### src/rtl/keccak_pkg.sv
// rtl/keccak_pkg.sv - shared keccak word width and arbiter types
package keccak_pkg;
  localparam int w = 64;
  localparam int OUT_CNT_W_DEFAULT = 16;

  typedef enum logic [1:0] {IDLE, ABSORB, SQUEEZE, RELEASE} arb_state_t;
endpackage

### src/rtl/keccak_arbiter_rr_pick.sv
// rtl/keccak_arbiter_rr_pick.sv - combinational round-robin picker
module rr_pick #(
  parameter int N     = 4,
  parameter int IDX_W = 2
) (
  input  logic [N-1:0]     req,
  input  logic [IDX_W-1:0] ptr,
  output logic [N-1:0]     gnt,
  output logic [IDX_W-1:0] idx,
  output logic             any
);
  logic [IDX_W-1:0] j;

  // Scan from ptr upward with wrap; the first set bit wins.
  always_comb begin
    gnt = '0;
    idx = '0;
    any = 1'b0;
    j   = '0;
    for (int k = 0; k < N; k++) begin
      j = IDX_W'((int'(ptr) + k) % N);
      if (!any && req[j]) begin
        any    = 1'b1;
        gnt[j] = 1'b1;
        idx    = j;
      end
    end
  end
endmodule

### src/rtl/keccak_arbiter.sv
// rtl/keccak_arbiter.sv - round-robin sharing of one keccak core among requesters
module keccak_arbiter
  import keccak_pkg::*;
#(
  parameter int N_REQ     = 4,
  parameter int OUT_CNT_W = OUT_CNT_W_DEFAULT
) (
  input  logic                            clk,
  input  logic                            rst,
  input  logic [N_REQ-1:0]                in_valid_i,
  input  logic [N_REQ-1:0][w-1:0]         in_data_i,
  input  logic [N_REQ-1:0]                in_last_i,
  input  logic [N_REQ-1:0][OUT_CNT_W-1:0] out_words_i,
  output logic [N_REQ-1:0]                in_ready_o,
  output logic [N_REQ-1:0]                out_valid_o,
  output logic [w-1:0]                    out_data_o,
  input  logic [N_REQ-1:0]                out_ready_i,
  output logic                            core_valid_o,
  output logic [w-1:0]                    core_data_o,
  input  logic                            core_ready_i,
  input  logic                            core_valid_i,
  input  logic [w-1:0]                    core_data_i,
  output logic                            core_ready_o,
  output logic [N_REQ-1:0]                grant_o,
  output logic                            busy_o
);
  localparam int IDX_W = $clog2(N_REQ);

  arb_state_t           state, state_next;
  logic [N_REQ-1:0]     grant;
  logic [IDX_W-1:0]     gidx;
  logic [IDX_W-1:0]     ptr;
  logic [OUT_CNT_W-1:0] cnt;

  logic [N_REQ-1:0]     pick_gnt;
  logic [IDX_W-1:0]     pick_idx;
  logic                 pick_any;
  logic                 absorb_xfer;
  logic                 squeeze_xfer;

  rr_pick #(.N(N_REQ), .IDX_W(IDX_W)) u_pick (
    .req (in_valid_i),
    .ptr (ptr),
    .gnt (pick_gnt),
    .idx (pick_idx),
    .any (pick_any)
  );

  assign absorb_xfer  = (state == ABSORB)  && in_valid_i[gidx] && core_ready_i;
  assign squeeze_xfer = (state == SQUEEZE) && core_valid_i && out_ready_i[gidx];
  assign grant_o      = grant;
  assign busy_o       = (state != IDLE);

  always_comb begin
    state_next   = state;
    in_ready_o   = '0;
    out_valid_o  = '0;
    out_data_o   = '0;
    core_valid_o = 1'b0;
    core_data_o  = '0;
    core_ready_o = 1'b0;
    case (state)
      IDLE: begin
        if (pick_any) state_next = ABSORB;
      end
      ABSORB: begin
        core_valid_o     = in_valid_i[gidx];
        core_data_o      = in_data_i[gidx];
        in_ready_o[gidx] = core_ready_i;
        if (absorb_xfer && in_last_i[gidx]) state_next = SQUEEZE;
      end
      SQUEEZE: begin
        out_valid_o[gidx] = core_valid_i;
        out_data_o        = core_data_i;
        core_ready_o      = out_ready_i[gidx];
        if (squeeze_xfer && cnt == OUT_CNT_W'(1)) state_next = RELEASE;
      end
      RELEASE: begin
        state_next = IDLE;
      end
      default: state_next = IDLE;
    endcase
  end

  always_ff @(posedge clk or negedge rst) begin
    if (!rst) begin
      state <= IDLE;
      grant <= '0;
      gidx  <= '0;
      ptr   <= '0;
      cnt   <= '0;
    end else begin
      state <= state_next;
      case (state)
        IDLE: begin
          if (pick_any) begin
            grant <= pick_gnt;
            gidx  <= pick_idx;
            // A zero word count still squeezes one word so the packet terminates.
            cnt   <= (out_words_i[pick_idx] == '0) ? OUT_CNT_W'(1) : out_words_i[pick_idx];
          end
        end
        SQUEEZE: begin
          if (squeeze_xfer) cnt <= cnt - OUT_CNT_W'(1);
        end
        RELEASE: begin
          grant <= '0;
          ptr   <= (gidx == IDX_W'(N_REQ - 1)) ? '0 : gidx + IDX_W'(1);
        end
        default: ;
      endcase
    end
  end
endmodule

### config.mk
export PLATFORM = sky130hd
export DESIGN_NAME = keccak_arbiter
export DESIGN_NICKNAME = d
export VERILOG_FILES = /design/src/rtl/keccak_pkg.sv /design/src/rtl/keccak_arbiter_rr_pick.sv /design/src/rtl/keccak_arbiter.sv
export SDC_FILE = /design/constraint.sdc
export NUM_CORES = 1
export LEC_CHECK = 0
export ABC_AREA = 1
export CAP_MARGIN = 20
export CORE_AREA = 10 10 202 204
export CTS_CLUSTER_DIAMETER = 150
export CTS_CLUSTER_SIZE = 14
export DETAILED_ROUTE_END_ITERATION = 6
export DIE_AREA = 0 0 212 214
export PLACE_DENSITY = 0.53
export SLEW_MARGIN = 30
export SYNTH_ARGS = -nofsm -noshare
export SYNTH_HDL_FRONTEND = slang
export SYNTH_SLANG_ARGS = --single-unit
export TNS_END_PERCENT = 50
### constraint.sdc
create_clock -name clk -period 5.6 [get_ports clk]
set_input_delay 1.12 -clock clk [delete_from_list [all_inputs] [get_ports clk]]
set_output_delay 1.12 -clock clk [all_outputs]
set_load 0.03 [all_outputs]
# Yosys cells after proc, flatten, opt, wreduce, memory -nomap -nowiden

Cells that the tools add are included.

Add/subtract/negate cells: 5
Multipliers: 0
Div/mod/pow operators: 0
Magnitude comparators: 11
Equal/unequal tests: 9
Shifts and indexed selects: 0
Multiplexer cells: 57
Bitwise logic cells: 5
Reductions and logical operators: 26

Operator list:

| kind                                                 | count |
|---|---|
| 2-to-1 mux 64 bit                                    | 3 |
| binary-select mux 64 bit (select 2 bit)              | 1 |
| 2-to-1 mux 16 bit                                    | 4 |
| binary-select mux 16 bit (select 2 bit)              | 1 |
| one-hot mux 16 bit (2 select lines)                  | 1 |
| 2-to-1 mux 4 bit                                     | 7 |
| < comparator 2 x 3 -> 1 bit, second input constant   | 6 |
| 2-to-1 mux 1 bit                                     | 18 |
| equality test 16 x 1 -> 1 bit, second input constant | 1 |
| logical NOT 16 bit                                   | 1 |
| 2-to-1 mux 2 bit                                     | 8 |
| subtractor 16 x 1 -> 16 bit, second input constant   | 1 |
| binary-select mux 1 bit (select 2 bit)               | 7 |
| logical AND 1 bit                                    | 14 |
| bitwise OR 4 bit                                     | 3 |
| demux 1 bit (select 2 bit)                           | 5 |
| >= comparator 2 x 1 -> 1 bit, second input constant  | 5 |
| bitwise AND 4 bit                                    | 2 |
| one-hot mux 2 bit (4 select lines)                   | 1 |
| one-hot mux 4 bit (2 select lines)                   | 1 |
| equality test 2 bit, second input constant           | 3 |
| AND reduction 3 bit                                  | 2 |
| nonzero test 2 bit                                   | 3 |
| adder 2 x 1 -> 2 bit, second input constant          | 2 |
| 7 further kinds                                      | 13 |

Register bits after elaboration: 26
Latch bits: 0
RAM bits: 0
ROM bits: 0
Bits of input ports: 400
Output and inout port bits: 143
Logic and storage cells: 118
Memories: 0

# Logic depth before layout (Yosys ltp)

Gate-level depths: netlist of the first run.

Depth in word-level cells: 18
Gate-level depth with buffers: 22
Gate-level depth less buffers: 20

# Modules after synthesis

A second synthesis of the first run with hierarchy kept.

Cells, all modules: 1125
Area total of the unflattened synthesis: 5600.4 µm²

Modules (own cells, without submodules):

| module         | times used | cells an instance | area each (µm²) |
|---|---|---|---|
| keccak_arbiter | 1          | 1051              | 5165.0 |
| rr_pick        | 1          | 74                | 435.4 |

# Worst setup path after synthesis of the first run

Ideal clock, no wire load.

Kind: in2out
Start point: input out_ready_i[1]
End point: output core_ready_o
Arrival: 2062 ps
Required time: 4480 ps
Setup slack: 2418 ps
Stages on the path: 2
Path buffers: 0
Cell sequence: a21oi_1 -> a221oi_1

Longest elaborated chain between the ends: 3

Ends and longest elaborated chain:

| element                                | line                 | RTL |
|---|---|---|
| start: declaration                     | keccak_arbiter.sv:17 | `input logic [N_REQ-1:0] out_ready_i,` |
| binary-select mux 1 bit (select 2 bit) | keccak_arbiter.sv:75 | `core_ready_o = out_ready_i[gidx];` |
| 2-to-1 mux 1 bit (not written as such) | keccak_arbiter.sv:75 |  |
| 2-to-1 mux 1 bit                       | keccak_arbiter.sv:62 | `case (state)` |
| end: declaration                       | keccak_arbiter.sv:23 | `output logic core_ready_o,` |

Every way passes these cells. The select of a mux whose other input is x is not followed.

# Worst setup path in the final report of the first run

Start point: register gidx[0]
End point: output core_data_o[28]

Longest elaborated chain between the ends: 3

Ends and longest elaborated chain:

| element                                 | line                 | RTL |
|---|---|---|
| start: declaration                      | keccak_arbiter.sv:31 | `logic [IDX_W-1:0] gidx;` |
| start signal: assignment                | keccak_arbiter.sv:98 | `gidx <= pick_idx;` |
| binary-select mux 64 bit (select 2 bit) | keccak_arbiter.sv:68 | `core_data_o = in_data_i[gidx];` |
| 2-to-1 mux 64 bit (not written as such) | keccak_arbiter.sv:68 |  |
| 2-to-1 mux 64 bit                       | keccak_arbiter.sv:62 |  |
| end: declaration                        | keccak_arbiter.sv:19 | `output logic [w-1:0] core_data_o,` |

Every way passes these cells. The select of a mux whose other input is x is not followed.

==> results of run 1 <==
[per-stage QoR]
stage / hold slack, ns / setup slack (ns)
floorplan: 0.5116 / 2.418
detailed placement: 0.5367 / 1.507
finish: 0.5504 / 1.204
CTS: 0.5524 / 1.209
global route: 0.5708 / 1.034
global placement: 0.5244 / 1.524
[per-layer routing]
metal  GRT usage (%)  part of all wire (%)  vias to the layer above
li1                -                     -                     4578
met1           18.43                    37                     4146
met2           33.26                    53                      432
met5               0                 0.030                        -
met4           5.442                   1.9                        2
met3           5.335                   8.9                       30
[worst reg2reg max path, stage by stage (launching register included)]
cell and delay [ns]:
sky130_fd_sc_hd__dfrtp_1 0.67, sky130_fd_sc_hd__inv_6 0.14, sky130_fd_sc_hd__ha_1 0.48, sky130_fd_sc_hd__inv_2 0.09
sky130_fd_sc_hd__nand2_1 0.09, sky130_fd_sc_hd__nand2_2 0.10, sky130_fd_sc_hd__nor2_8 0.18, sky130_fd_sc_hd__nand3_4 0.37
sky130_fd_sc_hd__nand2_4 0.47, sky130_fd_sc_hd__nand2_1 0.12, sky130_fd_sc_hd__nand3_1 0.16, sky130_fd_sc_hd__nand2_1 0.07
sky130_fd_sc_hd__nor2_1 0.11, sky130_fd_sc_hd__nand2_1 0.09, sky130_fd_sc_hd__nor2_1 0.09, sky130_fd_sc_hd__nand2_1 0.05
sky130_fd_sc_hd__nand2_1 0.06, sky130_fd_sc_hd__nand2_1 0.05, sky130_fd_sc_hd__nand2_1 0.05
[flip-flops by register name, summed over array words and instances, names as in the netlist]
| signal | cells |
|---|---|
| cnt | 16 |
| gidx | 2 |
| grant_o | 4 |
| ptr | 2 |
| state | 2 |
[cell families (layout without fill, tap and decap cells)]
family / after synthesis / count (layout)
flip-flops: 26 / 26
buffers and inverters: 212 / 693
other: 0 / 10
AO/OA/AOI/OAI: 277 / 277
adder cells (fa/ha/maj): 19 / 19
XOR/XNOR: 2 / 2
AND/OR/NAND/NOR: 603 / 603
[cells in the final DEF, fill, tap and decap left out, drive strengths merged]
cell type	count
clkdlybuf4s50	542
inv	134
nor3	4
o21a	1
o22ai	5
a31oi	1
clkbuf	3
diode	10
buf	10
nor2	309
nand3	65
o31ai	1
a211oi	1
a221oi	1
a21boi	1
xor2	2
a22oi	6
nand4	4
nand3b	14
nand2	207
clkinv	3
o21ai	158
bufinv	1
o221ai	1
dfrtp	26
ha	19
a21oi	101
[final cells by class]
class / instances / area share, %
clock buffers: 3 / 0.6455
inverters: 137 / 4.476
repair buffers: 552 / 47.40
multi-input cells: 901 / 36.27
flip-flops and latches: 26 / 5.637
clock inverters: 1 / 0.2582
well taps: 474 / 5.100
diodes: 10 / 0.2152
[worst paths after layout]
path / from / endpoint / slack (ns) / cells after the start
max: gidx[0] / core_data_o[28] / 1.20 / 6
min in group asynchronous: rst / state[0] / 1.23 / 2
min reg2reg: grant_o[2] / grant_o[2] / 0.55 / 2
max in group asynchronous: rst / gidx[0] / 4.07 / 2
min: grant_o[2] / grant_o[2] / 0.55 / 2
max reg2reg: ptr[0] / cnt[0] / 2.10 / 18
[power groups by stage]
stage / sequential (mW) / clock [mW] / combinational, mW
after detailed placement: 0.436 / 0 / 5.06
after global routing: 0.451 / 0.224 / 5.53
after floorplan: 0.362 / 0 / 3.32
final: 0.434 / 0.215 / 5.02
after CTS: 0.433 / 0.218 / 5.08
after global placement: 0.433 / 0 / 5.04
==> metrics.md, run 1 <==
| Metric | Value |
|---|---|
| Yosys warns | 0 |
| Internal power contribution | 2.173 mW |
| Dominant combinational cell family by area after synthesis | simple AND/OR/NAND/NOR gates |
| Area of the die | 0.04537 mm2 |
| Final setup vio count | 0 |
| Post CTS Setup Buffer Count | 0 |
| Biggest area contributors in the synthesized netlist | sky130_fd_sc_hd__nor2_1 20%, sky130_fd_sc_hd__o21ai_0 14%, sky130_fd_sc_hd__nand2_1 13% |
| Horiz. Die Dim | 212 um |
| Post-synthesis share of cell area spent on xor and xnor gates | 0.3064% |
| Number of distinct standard cells referenced by the synthesized netlist | 39 |
| P_leak | 5.143 nW |
| Stage delay of the slowest cell on the critical path | 0.81 ns |
| Tot Pwr | 5.667 mW |
| Worst vdd rail ir drop | 220.4 uV |
| Final Critical Period | 4.396 ns |
| FMAX | 0.2275 GHz |
| Final core occ | 31.39% |
| Maximum net fanout on the critical path | 85 |
| Antenna-violating nets left | 0 |
| Simple-gate share of the synthesized area | 44.25% |
| # fillers | 4146 |
| Grt total ovfl | 0 |
| Post-layout instance count excluding filler cells | 2104 |
| Net total in the final layout | 2040 |
| Total wire length | 43390 um |
| Most frequent CP cell | sky130_fd_sc_hd__nor2_1 |
| Number of placed instances, taps included | 2090 |
| Mapped cell area | 0.005717 mm2 |
| Post-synth EDFFs | 0 |
| Pwr/cell area | 487.3 mW/mm2 |
| Design area | 0.01163 mm2 |
| Most frequent cells after synthesis | 304 x sky130_fd_sc_hd__nor2_1, 193 x sky130_fd_sc_hd__nand2_1, 156 x sky130_fd_sc_hd__o21ai_0 |
| Ports | 543 |
| Share of cell area taken by muxes after synthesis | 0% |
| Register area share after synthesis | 11.38% |
| Leading area contributor after synthesis | sky130_fd_sc_hd__nor2_1 |
| Prevailing post-synth register cell | sky130_fd_sc_hd__dfrtp_1 |
| Fraction of synthesized cell area taken by the top area cell type | 19.96% |
| CTS tree | yes |
| Core region area | 0.03704 mm2 |
| Family with the most delay on the worst path | buffers and inverters |
| Later-pin clock latency in the skew report | 0.27 ns |
| Nets in the synthesized netlist | 1558 |
| First-pass GRT wire length | 61140 um |
| Result of the run | finished with violations |
| Comb power frac | 88.5% |
| Antenna violations before repair | 13 |
| Tcrit/Tclk final | 78.50% |
| Gate count after technology mapping | 1139 |
| Switching power summed over all nets | 3.494 mW |
| Complex-gate fraction of the synthesized area | 25.02% |
| Layout cells sized above 1 | 3.025% |
| Multi-input logic area | 0.004218 mm2 |
| CTS max path bufs | 2 |
| Sw Ratio | 61.66% |
| Post-cts resize count | 0 |
| Vias in the first global route | 9161 |
| Number of register bits inferred by synthesis | 26 |
| Final routed wire length divided by cell count | 20.62 um |
| Unrepaired setup endpoints after global routing | false |
| Library cell with the highest instance count after synthesis | sky130_fd_sc_hd__nor2_1 |
| Synthesized-area fraction occupied by adder cells | 4.158% |
| Register area | 655.6 um2 |
| Initial cell density of the core | 15.43% |
| Cells along the critical path | buf_4 -> nor2_1 -> nor2_1 -> o21ai_0 -> a21oi_1 -> clkdlybuf4s50_1 |
| Max-slew violation count | 0 |
| Number of rows created at floorplan | 71 |
| Clock skew | 0.007596 ns |
| Pin count of the biggest net entering global routing | 116 |
| Average vias per placed instance | 4.367 |
| Initial DRC count | 781 |
| Headroom to the max-slew limit | 38.79% |
| Post-synthesis async set-or-reset flop share | 100.0% |
| CP arrival | 3.28 ns |
| Number of max-cap violations | 0 |
| CTS H-tree depth | 1 |
| Slowest cell on crit path | sky130_fd_sc_hd__dfrtp_4 |
| Pin slew with the least headroom to its limit | 0.9182 ns |
| Number of search-and-repair iterations in the first detailed-routing pass | 7 |
| Final hold violations | 0 |
| Root buf cell | sky130_fd_sc_hd__clkbuf_16 |
| Violations in the final reports | design-rule violations |
| Number of buffer and inverter stages on the critical path | 2 |
| Post-DP HPWL | 36540 um |
| Hold buffers post-CTS | 0 |
| CTS clock-pin slew for the worst setup and hold paths | 0.07 ns |
| Overall Global Routing Usage | 17.79% |
| Number of buffers created by CTS | 3 |
| Critical path required time | 4.48 ns |
| Cell Area, Placed | 0.01150 mm2 |
| Critical path capture point type | output port |
| Vias after detailed routing | 9188 |
| Avg Synthesized Cell Area | 5.019 um2 |
| Class of the tightest hold or removal check | flip-flop to flip-flop |
| P&R area growth vs syn | 103.4% |
| Final routed DRC violation total | 10 |
| Startpoint kind of the worst setup timing path | flip-flop |
| Type of the setup path with the least slack | flip-flop to output port |
| Overall die height | 214 um |
| Clock network fraction of total power | 3.8% |
| Sink count of the clock tree | 26 |
| Setup Total Neg Slack | 0 ns |
| GP Congestion | 0.9246 |
| Count of buffers from port buffering | 542 |
| Proportion of power drawn by flip-flops and latches | 7.7% |
No activity file was read; power rests on OpenSTA's default activity.
==> run 2, diff against run 1 <==
==> constraint.sdc (replaced) <==
create_clock -name clk -period 4.6 [get_ports clk]
set_input_delay 0.92 -clock clk [delete_from_list [all_inputs] [get_ports clk]]
set_output_delay 0.92 -clock clk [all_outputs]
set_load 0.03 [all_outputs]
==> run 2 against run 1 <==
Effect of this change: the flow now finishes without violations; core utilization rose by 0.091 points; critical path depth did not move; clock skew rose by 0.0030 ns; count of clock-buffer cells in the layout did not move; largest cell class unchanged.
==> metrics.md, run 2 (synthesized netlist as in run 1, its figures left out) <==
| Metric | Value |
|---|---|
| Later-pin clock latency in the skew report | 0.27 ns (about the same) |
| Startpoint kind of the worst setup timing path | flip-flop (unchanged) |
| Hold buffers post-CTS | 0 (unchanged) |
| Sw Ratio | 61.49% (was 61.66%) |
| First-pass GRT wire length | 60920 um (was 61140 um) |
| Cells along the critical path | inv_1 -> ha_1 -> clkinv_2 -> buf_4 -> a21oi_1 -> clkdlybuf4s50_1 (was buf_4 -> nor2_1 -> nor2_1 -> o21ai_0 -> a21oi_1 -> clkdlybuf4s50_1) |
| Number of search-and-repair iterations in the first detailed-routing pass | 5 (was 7) |
| Vias in the first global route | 9296 (was 9161) |
| Overall Global Routing Usage | 17.59% (was 17.79%) |
| Post CTS Setup Buffer Count | 0 (unchanged) |
| Antenna violations before repair | 11 (was 13) |
| Pin slew with the least headroom to its limit | 0.8636 ns (was 0.9182 ns) |
| Sink count of the clock tree | 26 (unchanged) |
| Headroom to the max-slew limit | 42.43% (was 38.79%) |
| CTS H-tree depth | 1 (unchanged) |
| P_leak | 5.159 nW (was 5.143 nW) |
| Unrepaired setup endpoints after global routing | false (unchanged) |
| Slowest cell on crit path | sky130_fd_sc_hd__clkdlybuf4s50_1 (was sky130_fd_sc_hd__dfrtp_4) |
| # fillers | 4125 (was 4146) |
| GP Congestion | 0.9032 (was 0.9246) |
| Critical path capture point type | output port (unchanged) |
| Final routed DRC violation total | 0 (was 10) |
| Minimum setup slack after placement | 0.8039 ns (was 1.507 ns) |
| Start point of the critical path | state[1] (was gidx[0]) |
| Vias after detailed routing | 9339 (was 9188) |
| Highest-count cells in the layout ignoring fill and taps | 542 x sky130_fd_sc_hd__clkdlybuf4s50_1, 304 x sky130_fd_sc_hd__nor2_1, 193 x sky130_fd_sc_hd__nand2_1, 156 x sky130_fd_sc_hd__o21ai_0, 128 x sky130_fd_sc_hd__inv_1 (unchanged) |
| Reg2Reg Launch Point | ptr[0] (unchanged) |
| Setup slack of the critical path after layout | 0.5468 ns (was 1.204 ns) |
| Average vias per placed instance | 4.441 (was 4.367) |
| Initial DRC count | 617 (was 781) |
| CTS tree | yes (unchanged) |
| Horiz. Die Dim | 212 um (unchanged) |
| Critical path required time | 3.68 ns (was 4.48 ns) |
| Ports | 543 (unchanged) |
| Initial cell density of the core | 15.43% (unchanged) |
| Proportion of power drawn by flip-flops and latches | 6.7% (was 7.7%) |
| Most frequent standard cell in the layout excluding fill and tap cells | sky130_fd_sc_hd__clkdlybuf4s50_1 (unchanged) |
| Class of the tightest hold or removal check | flip-flop to flip-flop (unchanged) |
| Clock network fraction of total power | 3.7% (was 3.8%) |
| Maximum net fanout on the critical path | 46 (was 85) |
| Pwr/cell area | 596.8 mW/mm2 (was 487.3 mW/mm2) |
| Register area | 655.6 um2 (unchanged) |
| Reg-to-reg slack, setup | 1.32 ns (was 2.10 ns) |
| Max-slew violation count | 0 (unchanged) |
| Layout cells sized above 1 | 3.144% (was 3.025%) |
| Number of buffers created by CTS | 3 (unchanged) |
| Type of the setup path with the least slack | flip-flop to output port (unchanged) |
| Register with the most flip-flops | cnt (unchanged) |
| Hold path startpoint | cnt[11] (was grant_o[2]) |
| Net total in the final layout | 2042 (was 2040) |
| Setup Total Neg Slack | 0 ns (unchanged) |
| Grt total ovfl | 0 (unchanged) |
| Family with the most delay on the worst path | buffers and inverters (unchanged) |
| Multi-input logic area | 0.004218 mm2 (unchanged) |
| Antenna-violating nets left | 0 (unchanged) |
| Comb power frac | 89.6% (was 88.5%) |
| CTS clock-pin slew for the worst setup and hold paths | 0.08 ns (was 0.07 ns) |
| Post-DP HPWL | 35720 um (was 36540 um) |
| Flip-flop count of the largest register after layout | 16 (unchanged) |
| Stage delay of the slowest cell on the critical path | 0.76 ns (was 0.81 ns) |
| P&R area growth vs syn | 104.0% (was 103.4%) |
| CTS max path bufs | 2 (unchanged) |
| Overall die height | 214 um (unchanged) |
| Switching power summed over all nets | 4.280 mW (was 3.494 mW) |
| Post-cts resize count | 0 (unchanged) |
| Tcrit/Tclk final | 88.11% |
| Number of buffer and inverter stages on the critical path | 4 (was 2) |
| Count of buffers from port buffering | 542 (unchanged) |
| Total wire length | 42680 um (was 43390 um) |
| Final routed wire length divided by cell count | 20.29 um (was 20.62 um) |
| Pin count of the biggest net entering global routing | 138 (was 116) |
| Final hold violations | 0 (unchanged) |
| Number of max-cap violations | 0 (unchanged) |
| FMAX | 0.2467 GHz |
| Result of the run | complete, no violations (was finished with violations) |
| Final setup vio count | 0 (unchanged) |
| Number of rows created at floorplan | 71 (unchanged) |
| Core region area | 0.03704 mm2 (unchanged) |
| Area of the die | 0.04537 mm2 (unchanged) |
| Clock skew | 0.01055 ns (was 0.007596 ns) |
| Final Critical Period | 4.053 ns |
| Worst vdd rail ir drop | 357.3 uV (was 220.4 uV) |
| CP arrival | 3.13 ns (was 3.28 ns) |
| Root buf cell | sky130_fd_sc_hd__clkbuf_16 (unchanged) |
| Internal power contribution | 2.680 mW (was 2.173 mW) |
==> run 2: cell types whose count changed in the layout (fill, tap and decap cells not counted) <==
cell                       previous run  this run
sky130_fd_sc_hd__buf_12               1         3
sky130_fd_sc_hd__clkinv_2             1         2
sky130_fd_sc_hd__diode_2             10         7
sky130_fd_sc_hd__inv_2                5         4
==> run 2: worst min-delay path, cell delays in order (launching register included) <==
cell                      delay, ns
sky130_fd_sc_hd__dfrtp_1       0.37
sky130_fd_sc_hd__nor2_1        0.05
sky130_fd_sc_hd__a21oi_1       0.10
==> run 2: per-layer routing <==
metal	GRT usage [%]	part of all wire, %	up-vias	wire length (um)
li1	-	-	4581	-
met5	0	0.063	-	27
met4	3.476	1.4	4	595
met1	18.02	36	4291	15170
met2	33.38	53	439	22410
met3	6.124	10	24	4473
==> run 2: final cells by class <==
type / count / area share [%]
Clock inverter: 1 / 0.2575
Antenna cell: 7 / 0.1502
Inverter: 137 / 4.473
Clock buffer: 3 / 0.6436
Multi-Input combinational cell: 901 / 36.16
Timing Repair Buffer: 554 / 47.61
Sequential cell: 26 / 5.621
Tap cell: 474 / 5.085
==> run 2: path summary, 6_finish.rpt <==
path                                        end  depth (start not counted)
min in group asynchronous              state[1]                          2
worst min register to register          cnt[11]                          2
worst max register to register          cnt[13]                         11
max in group asynchronous               gidx[0]                          2
worst min-delay path                    cnt[11]                          2
worst max-delay path            core_data_o[11]                          6
==> run 2: power by group through the flow <==
| stage | Sequential (mW) | Combinational, mW | Clock (mW) |
|---|---|---|---|
| after CTS | 0.466 | 6.32 | 0.262 |
| after global placement | 0.466 | 6.27 | 0 |
| after global routing | 0.488 | 6.86 | 0.273 |
| after detailed placement | 0.470 | 6.30 | 0 |
| final | 0.467 | 6.23 | 0.259 |
| after floorplan | 0.441 | 4.04 | 0 |
==> run 2: stage by stage <==
step                      total power [mW]  util [%]  cells  cell area (um2)  hold slack, ns
final                                6.961     31.49   2103            11660          0.5650
after global routing                 7.624     31.49   2103            11660          0.5950
after CTS                            7.049     31.44   2096            11640          0.5705
after detailed placement             6.765     31.15   2092            11540          0.5514
after global placement               6.734     31.15   2092            11540          0.5399
after floorplan                      4.482         -   1139             5717          0.5116
